## src/rtl/vram_arbiter.sv

```systemverilog
`default_nettype none
// ============================================================================
// Module   : vram_arbiter
// Purpose  : Single-port VRAM arbiter. Scan-out reads win every slot; writes
//            come through a 2-entry FIFO; a sequencer can zero-fill the frame.
// Options  : VRAM_STATS_EN adds the drop_cnt / stall_cnt counters.
// Revision : 1.0 - initial release
// ============================================================================
module vram_arbiter #(
    parameter int H_TIME = 794,
    parameter int V_TIME = 523
) (
    input  logic        clk,
    input  logic        rst,
    input  logic        pix_en,
    input  logic [10:0] Fila,
    input  logic [10:0] Columna,
    output logic        Pixel,
    output logic        pix_valid,
    input  logic        wr_valid,
    output logic        wr_ready,
    input  logic [10:0] wr_fila,
    input  logic [10:0] wr_columna,
    input  logic        wr_dato,
    input  logic        clr_req,
    output logic        clr_busy,
    output logic        clr_done,
    output logic [10:0] mem_fila,
    output logic [10:0] mem_columna,
    output logic        mem_we,
    output logic        mem_wdata,
    input  logic        mem_rdata
`ifdef VRAM_STATS_EN
    ,
    output logic [15:0] drop_cnt,
    output logic [15:0] stall_cnt
`endif
);

    localparam logic [10:0] c_h_time = 11'(H_TIME);
    localparam logic [10:0] c_v_time = 11'(V_TIME);
    localparam logic [10:0] c_h_last = 11'(H_TIME - 1);
    localparam logic [10:0] c_v_last = 11'(V_TIME - 1);

    typedef enum logic [1:0] {
        ST_RUN   = 2'd0,
        ST_DRAIN = 2'd1,
        ST_CLEAR = 2'd2
    } state_t;

    state_t      r_state_q, w_state_d;
    logic [1:0]  r_cnt_q, w_cnt_d;
    logic        r_rd_ptr_q, w_rd_ptr_d;
    logic        r_wr_ptr_q, w_wr_ptr_d;
    logic [22:0] r_fifo_q [2];
    logic [10:0] r_clr_f_q, w_clr_f_d;
    logic [10:0] r_clr_c_q, w_clr_c_d;
    logic [10:0] r_mem_fila_q, w_mem_fila_d;
    logic [10:0] r_mem_col_q, w_mem_col_d;
    logic        r_mem_we_q, w_mem_we_d;
    logic        r_mem_wdata_q, w_mem_wdata_d;
    logic        r_rd_v1_q, r_rd_ok1_q, r_rd_v2_q, r_rd_ok2_q;
    logic        r_pixel_q, r_pix_valid_q;
    logic        r_wr_ready_q, w_wr_ready_d;
    logic        r_clr_busy_q, r_clr_done_q;

    logic        w_rd_take, w_wr_in_range, w_push, w_pop, w_clr_wr, w_clr_last;
    logic [22:0] w_head;

    // Out-of-range reads leave the slot free for the FIFO or the clear sequencer.
    assign w_rd_take     = pix_en && (Fila < c_v_time) && (Columna < c_h_time);
    assign w_wr_in_range = (wr_fila < c_v_time) && (wr_columna < c_h_time);
    assign w_push        = wr_valid && r_wr_ready_q && w_wr_in_range;
    assign w_pop         = !w_rd_take && (r_cnt_q != 2'd0) && (r_state_q != ST_CLEAR);
    assign w_clr_wr      = !w_rd_take && (r_state_q == ST_CLEAR);
    assign w_clr_last    = w_clr_wr && (r_clr_c_q == c_h_last) && (r_clr_f_q == c_v_last);
    assign w_head        = r_fifo_q[r_rd_ptr_q];

    always_comb begin
        w_state_d     = r_state_q;
        w_cnt_d       = r_cnt_q;
        w_rd_ptr_d    = r_rd_ptr_q;
        w_wr_ptr_d    = r_wr_ptr_q;
        w_clr_f_d     = r_clr_f_q;
        w_clr_c_d     = r_clr_c_q;
        w_mem_fila_d  = r_mem_fila_q;
        w_mem_col_d   = r_mem_col_q;
        w_mem_we_d    = 1'b0;
        w_mem_wdata_d = 1'b0;

        if (w_push) w_wr_ptr_d = ~r_wr_ptr_q;
        if (w_pop)  w_rd_ptr_d = ~r_rd_ptr_q;
        case ({w_push, w_pop})
            2'b10:   w_cnt_d = r_cnt_q + 2'd1;
            2'b01:   w_cnt_d = r_cnt_q - 2'd1;
            default: w_cnt_d = r_cnt_q;
        endcase

        if (w_rd_take) begin
            w_mem_fila_d = Fila;
            w_mem_col_d  = Columna;
        end else if (w_pop) begin
            w_mem_fila_d  = w_head[22:12];
            w_mem_col_d   = w_head[11:1];
            w_mem_we_d    = 1'b1;
            w_mem_wdata_d = w_head[0];
        end else if (w_clr_wr) begin
            w_mem_fila_d = r_clr_f_q;
            w_mem_col_d  = r_clr_c_q;
            w_mem_we_d   = 1'b1;
        end

        if (w_clr_wr) begin
            if (r_clr_c_q == c_h_last) begin
                w_clr_c_d = 11'd0;
                w_clr_f_d = (r_clr_f_q == c_v_last) ? 11'd0 : r_clr_f_q + 11'd1;
            end else begin
                w_clr_c_d = r_clr_c_q + 11'd1;
            end
        end

        case (r_state_q)
            ST_RUN:   if (clr_req) w_state_d = ST_DRAIN;
            ST_DRAIN: if (r_cnt_q == 2'd0) w_state_d = ST_CLEAR;
            ST_CLEAR: if (w_clr_last) w_state_d = ST_RUN;
            default:  w_state_d = ST_RUN;
        endcase

        w_wr_ready_d = (w_state_d == ST_RUN) && (w_cnt_d != 2'd2);
    end

    always_ff @(posedge clk) begin
        if (rst) begin
            r_state_q     <= ST_RUN;
            r_cnt_q       <= 2'd0;
            r_rd_ptr_q    <= 1'b0;
            r_wr_ptr_q    <= 1'b0;
            r_clr_f_q     <= 11'd0;
            r_clr_c_q     <= 11'd0;
            r_mem_fila_q  <= 11'd0;
            r_mem_col_q   <= 11'd0;
            r_mem_we_q    <= 1'b0;
            r_mem_wdata_q <= 1'b0;
            r_rd_v1_q     <= 1'b0;
            r_rd_ok1_q    <= 1'b0;
            r_rd_v2_q     <= 1'b0;
            r_rd_ok2_q    <= 1'b0;
            r_pixel_q     <= 1'b0;
            r_pix_valid_q <= 1'b0;
            r_wr_ready_q  <= 1'b0;
            r_clr_busy_q  <= 1'b0;
            r_clr_done_q  <= 1'b0;
        end else begin
            r_state_q     <= w_state_d;
            r_cnt_q       <= w_cnt_d;
            r_rd_ptr_q    <= w_rd_ptr_d;
            r_wr_ptr_q    <= w_wr_ptr_d;
            r_clr_f_q     <= w_clr_f_d;
            r_clr_c_q     <= w_clr_c_d;
            r_mem_fila_q  <= w_mem_fila_d;
            r_mem_col_q   <= w_mem_col_d;
            r_mem_we_q    <= w_mem_we_d;
            r_mem_wdata_q <= w_mem_wdata_d;
            r_rd_v1_q     <= pix_en;
            r_rd_ok1_q    <= w_rd_take;
            r_rd_v2_q     <= r_rd_v1_q;
            r_rd_ok2_q    <= r_rd_ok1_q;
            r_pixel_q     <= r_rd_ok2_q && mem_rdata;
            r_pix_valid_q <= r_rd_v2_q;
            r_wr_ready_q  <= w_wr_ready_d;
            r_clr_busy_q  <= (w_state_d != ST_RUN);
            r_clr_done_q  <= w_clr_last;
        end
    end

    always_ff @(posedge clk) begin
        if (w_push) r_fifo_q[r_wr_ptr_q] <= {wr_fila, wr_columna, wr_dato};
    end

`ifdef VRAM_STATS_EN
    logic [15:0] r_drop_q, r_stall_q;
    logic        w_drop, w_stall;
    assign w_drop  = wr_valid && r_wr_ready_q && !w_wr_in_range;
    assign w_stall = w_rd_take && (r_cnt_q != 2'd0);

    always_ff @(posedge clk) begin
        if (rst) begin
            r_drop_q  <= 16'd0;
            r_stall_q <= 16'd0;
        end else begin
            if (w_drop && (r_drop_q != 16'hFFFF))   r_drop_q  <= r_drop_q + 16'd1;
            if (w_stall && (r_stall_q != 16'hFFFF)) r_stall_q <= r_stall_q + 16'd1;
        end
    end
    assign drop_cnt  = r_drop_q;
    assign stall_cnt = r_stall_q;
`endif

    assign Pixel       = r_pixel_q;
    assign pix_valid   = r_pix_valid_q;
    assign wr_ready    = r_wr_ready_q;
    assign clr_busy    = r_clr_busy_q;
    assign clr_done    = r_clr_done_q;
    assign mem_fila    = r_mem_fila_q;
    assign mem_columna = r_mem_col_q;
    assign mem_we      = r_mem_we_q;
    assign mem_wdata   = r_mem_wdata_q;

endmodule
`default_nettype wire

```

## config.mk

```make
export PLATFORM = sky130hd
export DESIGN_NAME = vram_arbiter
export DESIGN_NICKNAME = d
export VERILOG_FILES = /design/src/rtl/vram_arbiter.sv
export SDC_FILE = /design/constraint.sdc
export NUM_CORES = 1
export LEC_CHECK = 0
export BUFFER_PORTS_ARGS = -buffer_cell sky130_fd_sc_hd__buf_2
export CAP_MARGIN = 20
export CELL_PAD_IN_SITES_DETAIL_PLACEMENT = 0
export CELL_PAD_IN_SITES_GLOBAL_PLACEMENT = 2
export CORE_AREA = 2 2 116 118
export DETAILED_ROUTE_END_ITERATION = 8
export DIE_AREA = 0 0 118 120
export PLACE_DENSITY_LB_ADDON = 0.1
export SYNTH_ARGS = -nofsm -noshare
export SYNTH_HDL_FRONTEND = slang
export SYNTH_SLANG_ARGS = --single-unit
```

## constraint.sdc

```tcl
create_clock -name clk -period 6.45 [get_ports clk]
set_clock_uncertainty 0.1 [all_clocks]
set_input_delay 0.3225 -clock clk [delete_from_list [all_inputs] [get_ports clk]]
set_output_delay 0.3225 -clock clk [all_outputs]
set_load 0.005 [all_outputs]
```

==> summary.txt, run 1 <==
Worst setup path
  – Worst path slowest cell: or4_1
  – CP cell instances: buf_2 -> or4_1 -> a211o_1 -> a211oi_4 -> buf_4 -> nor2_1 -> ha_1 -> nor2_1 -> a221oi_1 -> o211a_1
  – Worst setup EP type: flip-flop
  – Setup CP Type: in -> reg
  – R2r setup slk: approximately 4.0 ns
  – Reg2reg start: r_clr_f_q[2]
  – Count of buffer and inverter cells on the critical path: 2
  – Delay-heaviest family, CP: compound AO/OA/AOI/OAI gates
  – Worst EP arrival: 2.99 ns
  – Worst stage delay on the critical path: roughly 0.52 ns
  – Cell mode on critical path: nor2_1
  – RR Endpoint: r_clr_f_q[8]
  – Crit path max fanout: 43
  – Crit path required time: about 6.7 ns
  – R2R cell count: 5
  – CP Launch Type: primary input

Die
  – Starting Density: between 30% and 40%
  – Die Y: approximately 120 um
  – Die area: about 14,000 um^2
  – Row count: 42
  – Core box area: about 13,000 um^2
  – Ports: 80
  – Die Width: between 100 and 150 um

Place
  – Placed cell count: approximately 690
  – DP HPWL: 8.73 mm
  – Buffers on Ports: 79
  – Placer Congestion: 0.741

Finish
  – Area grow syn2layout: 16.4%
  – Non-Filler Instances: just over 700
  – Core Util, Final: approximately 45%
  – Ant. Diodes: 0
  – Filler Cell Count: 1,302
  – Fin nets: around 580
  – Layout cells sized above 1: between 20 and 25%

Timing
  – Final Cycle Share: 43.2%
  – RSZ-0062 raised after global routing: false
  – Fmax: ~0.36 GHz
  – Fin. Hold Viols: 0
  – Final max-slew violation count: 0
  – Min Tclk post-route: roughly 2.8 ns
  – Actual slew at the worst max-slew pin: just over 1 ns
  – Worst rel slew slack: a little under a third
  – Final setup vio count: 0
  – Fin Setup TNS: 0 ns

Min path
  – Min-Delay Endpoint: r_fifo_q[1][0]
  – Worst Hold Launch: wr_dato
  – Worst hold stages: 1
  – Worst hold path type: in -> reg

Power
  – PwrDens: 286 nW/um^2
  – Leak: slightly below 0.002 uW
  – Peak supply drop: between 0.15 and 0.2 mV

Clock network
  – Hold_buf cts: 0
  – Clk root buf: clkbuf_16
  – Clk buf depth: 2
  – Clk pin slew, worst setup/hold paths: around 0.07 ns
  – Number of buffers created by CTS: 9
  – # Post-CTS Setup Buffers: 0
  – CTS sink cnt: roughly 110
  – TritonCTS clock tree: built
  – # resized after CTS: 0
  – Clock Latency Late Sink: between 0.3 and 0.4 ns
  – H-tree depth: 3

Global routing
  – Initial antenna violation count: 0
  – Tot GR Track Use: 18.5%
  – GRT overflow: 0
  – Largest net degree at the start of global routing: between 50 and 60
  – Number of global-route vias before repair: about 3,700
  – First-pass GRT wire length: between 20 and 25 mm

Route
  – Routed Antenna Nets: 0
  – Drt drc: 0
  – WL met3: 453 um
  – DRT met1 WL: about 6.4 mm
  – Avg WL per Cell: ~18 um
  – Top routing layer in use: met4
  – Via count: 3,808
  – DRT iter0 DRCs: slightly below 200
  – Met2 Wirelength: 5.70 mm
  – Total length of routed wires: 12.7 mm
  – Via density: between 5 and 6
  – TritonRoute pass-1 iters: 4

Synthesis
  – Mapped Avg Cell Area: approximately 11 um^2
  – Synth Instances: around 470
  – Area leader, netlist: edfxtp_1
  – Syn. warnings: 0
  – Post-synth cell types: 55
  – Seq cells post-synth: 108
  – Seq/Total Area, Yosys: 52.8%
  – Syn Nets: 521
  – Mapped Area: 4970 um^2
  – Post-synth ARST share: 0%
  – Most common cell in the netlist: dfxtp_1
  – Top cells by area, synth: edfxtp_1 (28%), dfxtp_1 (25%), a311oi_2 (5.7%), mux2i_1 (4.6%), nand2_1 (4.4%)
  – Post-synth top flop: dfxtp_1
  – Share of the synthesized area in the top cell type: 27.8%
  – Post-synth top cells: dfxtp_1 (62), nand2_1 (58), edfxtp_1 (46)
  – Post-synth EDFFs: 46

Flow run
  – Max Cap Viol: 0

Status
  – Status: finished clean
[worst register-to-register path, cell delays in order (launching register included)]
cell,delay [ns]
dfxtp_1,0.40
or4_1,0.56
nor4_2,0.59
nand2_1,0.21
o31ai_2,0.43
a21oi_1,0.08
[worst max-delay path by stage]
stage | start | cells after the start | end | slack, ns
6_report | Fila[7] | 10 | wr_ready | 3.66
5_1_grt | Fila[7] | 11 | wr_ready | 3.53
4_1_cts | wr_fila[8] | 6 | r_fifo_q[0][7] | 3.51
3_5_place_dp | wr_fila[8] | 6 | r_fifo_q[0][9] | 3.14
3_3_place_gp | wr_fila[8] | 6 | r_fifo_q[0][10] | 3.19
2_1_floorplan | wr_fila[8] | 5 | r_fifo_q[0][0] | 3.28
[per-layer routing]
| metal | vias up | global-route usage (%) |
|---|---|---|
| met5 | - | 0 |
| met4 | 0 | 6.33 |
| met3 | 10 | 3.28 |
| met2 | 71 | 28.4 |
| met1 | 1832 | 26.4 |
| li1 | 1895 | - |
[sequential cells by signal (all words and copies together), names as in the netlist, 2 cells and up, named ones only]
name,cells
r_fifo_q,46
mem_columna,11
mem_fila,11
r_clr_c_q,11
r_clr_f_q,11
r_cnt_q,2
r_state_q,2
[placed cells by master (no fill, tap or decap), types with 2 or more instances in the layout]
| master | Yosys | final |
|---|---|---|
| a211o_1 | 3 | 2 |
| a211oi_1 | 3 | 3 |
| a21o_1 | 2 | 2 |
| a21oi_1 | 24 | 24 |
| a21oi_2 | 2 | 2 |
| a311oi_2 | 19 | 19 |
| a31oi_1 | 5 | 5 |
| and2_1 | 3 | 3 |
| and3_1 | 6 | 6 |
| buf_2 | 1 | 79 |
| buf_4 | 0 | 4 |
| clkbuf_16 | 0 | 9 |
| dfxtp_1 | 62 | 62 |
| edfxtp_1 | 46 | 46 |
| ha_1 | 5 | 5 |
| inv_1 | 5 | 5 |
| inv_6 | 0 | 3 |
| mux2i_1 | 23 | 23 |
| nand2_1 | 58 | 58 |
| nand3_1 | 6 | 6 |
| nand3b_1 | 3 | 3 |
| nand4_1 | 5 | 5 |
| nand4b_1 | 5 | 5 |
| nor2_1 | 37 | 34 |
| nor2_2 | 0 | 2 |
| nor2b_1 | 6 | 6 |
| nor3_1 | 9 | 9 |
| nor3_2 | 2 | 2 |
| o211ai_1 | 25 | 25 |
| o21ai_0 | 7 | 7 |
| o21ai_1 | 11 | 11 |
| o311ai_0 | 2 | 2 |
| o31ai_1 | 6 | 6 |
| or2_2 | 2 | 2 |
| or3_1 | 4 | 4 |
| or4_1 | 17 | 17 |
| xnor2_1 | 2 | 2 |
[power breakdown]
part / total, uW / switching, uW / internal (uW) / leakage [uW]
logic: 321 / 212 / 110 / 0.000881
registers: 764 / 20.6 / 743 / 0.000916
clock network: 568 / 262 / 306 / 0.000148
[logic make-up after synthesis]
logic type | Yosys count | share of synthesized area (%)
simple gates | 169 | 17.4
compound gates | 120 | 19.6
flops | 108 | 52.8
buf+inv | 37 | 3.80
mux | 23 | 4.63
fa+ha+maj | 5 | 1.26
xor+xnor | 3 | 0.529
[stage by stage]
stage | instance area, um^2 | hold slack, ns | setup slack, ns | total power, uW
final | 5780 | 0.0573 | 3.66 | 1650
after global routing | 5780 | 0.0477 | 3.53 | 1730
after CTS | 5760 | 0.0469 | 3.51 | 1670
after detailed placement | 5460 | 0.323 | 3.14 | 1100
after global placement | 5460 | 0.330 | 3.19 | 1100
after floorplan | 4970 | 0.314 | 3.28 | 995
[cell type report]
class	count	area (um^2)	share of cell area, %
Clock buffer	10	229	3.96
Clock inverter	6	70.1	1.21
Inverter	5	18.8	0.325
Multi-Input combinational cell	320	2170	37.5
Sequential cell	108	2620	45.3
Tap cell	176	220	3.81
Timing Repair Buffer	84	453	7.83
(Power assumes the default switching activity.)
==> run 2: changes to the inputs <==
- ABC_AREA: default -> 1
- CORE_AREA: 2 2 116 118 -> 2 2 130 132
- DIE_AREA: 0 0 118 120 -> 0 0 132 134
- clock period: 6.45 -> 2.6 ns (I/O delays scaled with it)
==> summary.txt, run 2 <==
Power
  – Seq pwr share: 39.4% (was 46.2%)
  – Gate power share: 34.8% (was 19.4%)
  – Leak: 0.00281 uW (was 0.00195 uW)
  – Switching Fraction: 37.1% (was 29.9%)
  – Psw: 1980 uW (was 494 uW)
  – Pint: 3350 uW (was 1160 uW)
  – PwrDens: 822 nW/um^2 (was 286 nW/um^2)
  – Design Power: 5330 uW (was 1650 uW)
  – Peak supply drop: 0.298 mV (was 0.154 mV)
  – Clock power frac: 25.8% (was 34.3%)

Clock network
  – # resized after CTS: 0 (unchanged)
  – CTS sink cnt: 108 (unchanged)
  – Number of buffers created by CTS: 9 (unchanged)
  – Clock Latency Late Sink: 0.36 ns (about the same)
  – Clk buf depth: 2 (unchanged)
  – H-tree depth: 3 (unchanged)
  – Clk pin slew, worst setup/hold paths: 0.07 ns (about the same)
  – TritonCTS clock tree: built (unchanged)
  – Clk root buf: clkbuf_16 (unchanged)

Synthesis
  – Syn Nets: 744 (was 521)
  – Synth Instances: 688 (was 465)
  – Post-synth ARST share: 0% (unchanged)
  – Post-synth top cells: nand2_1 (199), inv_1 (82), nor2_1 (79) (was dfxtp_1 (62), nand2_1 (58), edfxtp_1 (46))
  – Seq/Total Area, Yosys: 49.4% (was 52.8%)
  – Post-synth top flop: dfxtp_1 (unchanged)
  – Share of the synthesized area in the top cell type: 26.0% (was 27.8%)
  – Most common cell in the netlist: nand2_1 (was dfxtp_1)
  – Syn. warnings: 0 (unchanged)
  – Post-synth cell types: 34 (was 55)
  – Mapped Avg Cell Area: 7.71 um^2 (was 10.7 um^2)
  – Area leader, netlist: edfxtp_1 (unchanged)
  – Mapped Area: 5310 um^2 (was 4970 um^2)
  – Top cells by area, synth: edfxtp_1 (26%), dfxtp_1 (23%), nand2_1 (14%), inv_1 (5.8%), nor2_1 (5.6%) (was edfxtp_1 (28%), dfxtp_1 (25%), a311oi_2 (5.7%), mux2i_1 (4.6%), nand2_1 (4.4%))
  – Seq cells post-synth: 108 (unchanged)
  – Post-synth EDFFs: 46 (unchanged)

Timing
  – Final max-slew violation count: 0 (unchanged)
  – Actual slew at the worst max-slew pin: 0.690 ns (was 1.03 ns)
  – Fmax: 0.433 GHz
  – Fin worst setup slack: 0.291 ns (was 3.66 ns)
  – Final setup vio count: 0 (unchanged)
  – Fin Setup TNS: 0 ns (unchanged)
  – RSZ-0062 raised after global routing: false (unchanged)
  – Fin. Hold Viols: 0 (unchanged)
  – Worst rel slew slack: 53.9% (was 31.3%)
  – Final Cycle Share: roughly nine tenths
  – Min Tclk post-route: around 2.3 ns

Finish
  – Ant. Diodes: 0 (unchanged)
  – Fin nets: 846 (was 584)
  – Layout cells sized above 1: 16.2% (was 25.0%)
  – Number of flip-flops in the largest register: 46 (unchanged)
  – Area of the multi-input gates: 2200 um^2 (was 2170 um^2)
  – Most common cell after layout, fill and taps aside: nand2_1 (was buf_2)
  – Filler Cell Count: 1,732 (was 1,302)
  – Reg with most FFs: r_fifo_q (unchanged)
  – Core Util, Final: 39.8% (was 44.6%)
  – Area grow syn2layout: 22.1% (was 16.4%)
  – Sequential cell area: 2620 um^2 (unchanged)
  – Commonest cells after routing, fill and taps aside: nand2_1 (199), inv_1 (82), buf_2 (79) (was buf_2 (79), dfxtp_1 (62), nand2_1 (58))

Route
  – Via count: 4,649 (was 3,808)
  – Drt drc: 0 (unchanged)
  – Routed Antenna Nets: 0 (unchanged)
  – TritonRoute pass-1 iters: 5 (was 4)
  – Total length of routed wires: 15.3 mm (was 12.7 mm)
  – DRT iter0 DRCs: 177 (was 194)
  – Avg WL per Cell: 15.1 um (was 17.9 um)
  – Via density: 4.58 (was 5.37)

Flow run
  – Max Cap Viol: 0 (unchanged)

Die
  – Row count: 47 (was 42)
  – Die area: 17,700 um^2 (was 14,200 um^2)
  – Die Y: 134 um (was 120 um)
  – Ports: 80 (unchanged)
  – Starting Density: 32.6% (was 38.3%)
  – Die Width: 132 um (was 118 um)
  – Core box area: 16,300 um^2 (was 13,000 um^2)

Global routing
  – GR Util met1: 23.6% (was 26.4%)
  – Most Used Layer, Global Route: met2 (unchanged)
  – Largest net degree at the start of global routing: 47 (was 56)
  – Number of global-route vias before repair: 4,575 (was 3,668)
  – Initial antenna violation count: 0 (unchanged)
  – Tot GR Track Use: 18.0% (was 18.5%)
  – GRT overflow: 0 (unchanged)
  – Met2 global-route usage: 30.7% (was 28.4%)
  – First-pass GRT wire length: 24.7 mm (was 20.4 mm)
  – Met3 Use GR: 2.34% (was 3.28%)

Worst setup path
  – Worst EP arrival: 2.49 ns (was 2.99 ns)
  – Setup CP Type: in -> reg (unchanged)
  – Worst path slowest cell: dlygate4sd3_1 (was or4_1)
  – Crit path max fanout: 46 (was 43)
  – CP Launch Type: primary input (unchanged)
  – CP cell instances: dlygate4sd3_1 -> buf_2 -> inv_1 -> nor3_1 -> buf_4 -> nand3_4 -> buf_4 -> nand2_4 -> buf_4 -> nor2_4 -> nand3_1 -> a21oi_1 (was buf_2 -> or4_1 -> a211o_1 -> a211oi_4 -> buf_4 -> nor2_1 -> ha_1 -> nor2_1 -> a221oi_1 -> o211a_1)
  – R2R cell count: 12 (was 5)
  – Worst stage delay on the critical path: 0.53 ns (was 0.52 ns)
  – Cell mode on critical path: buf_4 (was nor2_1)
  – Crit path required time: 2.78 ns (was 6.65 ns)
  – Worst setup EP type: flip-flop (unchanged)

Min path
  – Worst hold stages: 4 (was 1)
  – Worst hold path type: in -> reg (unchanged)

Place
  – Placer Congestion: 0.809 (was 0.741)
  – Setup WS pre-CTS: 0.314 ns (was 3.14 ns)
  – DP HPWL: 11.2 mm (was 8.73 mm)
  – Buffers on Ports: 79 (unchanged)

Status
  – Status: finished clean (unchanged)
==> run 2: cell types whose count changed after synthesis, sizes merged, moves of 10 or more <==
| cell | change |
|---|---|
| a311oi | -20 |
| buf | +10 |
| clkbuf | -14 |
| inv | +79 |
| mux2i | -22 |
| nand2 | +144 |
| nand3 | +25 |
| nand4 | +25 |
| nor2 | +45 |
| nor3 | +10 |
| o211ai | -23 |
| o21ai | +32 |
| or4 | -17 |
| xor2 | +10 |
==> run 2: timing repair <==
item | 4_1_cts | 5_1_grt
hold endpoints to repair | 48 | 0
setup endpoints to repair | 0 | 0
buffers inserted | 0 | 0
hold buffers | 25 | 0
==> run 2: kinds of logic after synthesis <==
kind of cell	share of synthesized area, %
AOI/OAI and AO/OA	7.10
xor gates and xnor gates	1.82
adders and majority gates	1.18
buffers and inverters	9.08
DFF	49.4
muxes	0.189
and+or+nand+nor	31.2
==> run 2: path summary, 6_finish.rpt <==
path               from      endpoint  slack, ns
min reg2reg  r_rd_ok1_q    r_rd_ok2_q       0.31
max              pix_en  r_clr_f_q[3]       0.29
min             clr_req      wr_ready       0.02
max reg2reg    wr_ready      wr_ready       0.48
==> run 2: final cells by class <==
type	count	area share, %
clock buffer	10	3.69
clock inverter	6	0.888
inverter	86	5.00
multi-input combinational	466	34.0
sequential	108	40.5
tap	220	4.25
timing repair buffer	119	11.7
==> run 2: power by group through the flow <==
| stage | registers, uW | logic (uW) | clock network [uW] |
|---|---|---|---|
| 2_1_floorplan | 2160 | 1200 | 0 |
| 3_3_place_gp | 2140 | 1860 | 0 |
| 3_5_place_dp | 2140 | 1850 | 0 |
| 4_1_cts | 2110 | 1890 | 1420 |
| 5_1_grt | 2130 | 2130 | 1480 |
| 6_report | 2100 | 1860 | 1370 |
==> run 2: layer usage <==
layer  vias up  wire, um
met5         -         0
met1      2113      7380
met3        11       540
met4         0       210
li1       2422         -
met2       103      7180
==> run 2: through the flow <==
step / instance area [um^2] / hold slack, ns / std cells
2_1_floorplan: 5310 / 0.111 / 688
3_3_place_gp: 5930 / 0.220 / 974
3_5_place_dp: 5930 / 0.221 / 974
4_1_cts: 6480 / 0.0221 / 1015
5_1_grt: 6480 / 0.0643 / 1015
6_report: 6480 / 0.0242 / 1015
==> run 2: critical path: cells and delay by family <==
kind	cells	cell delay [ns]
buf+inv	6	1.52
compound gates	1	0.15
simple gates	5	0.66
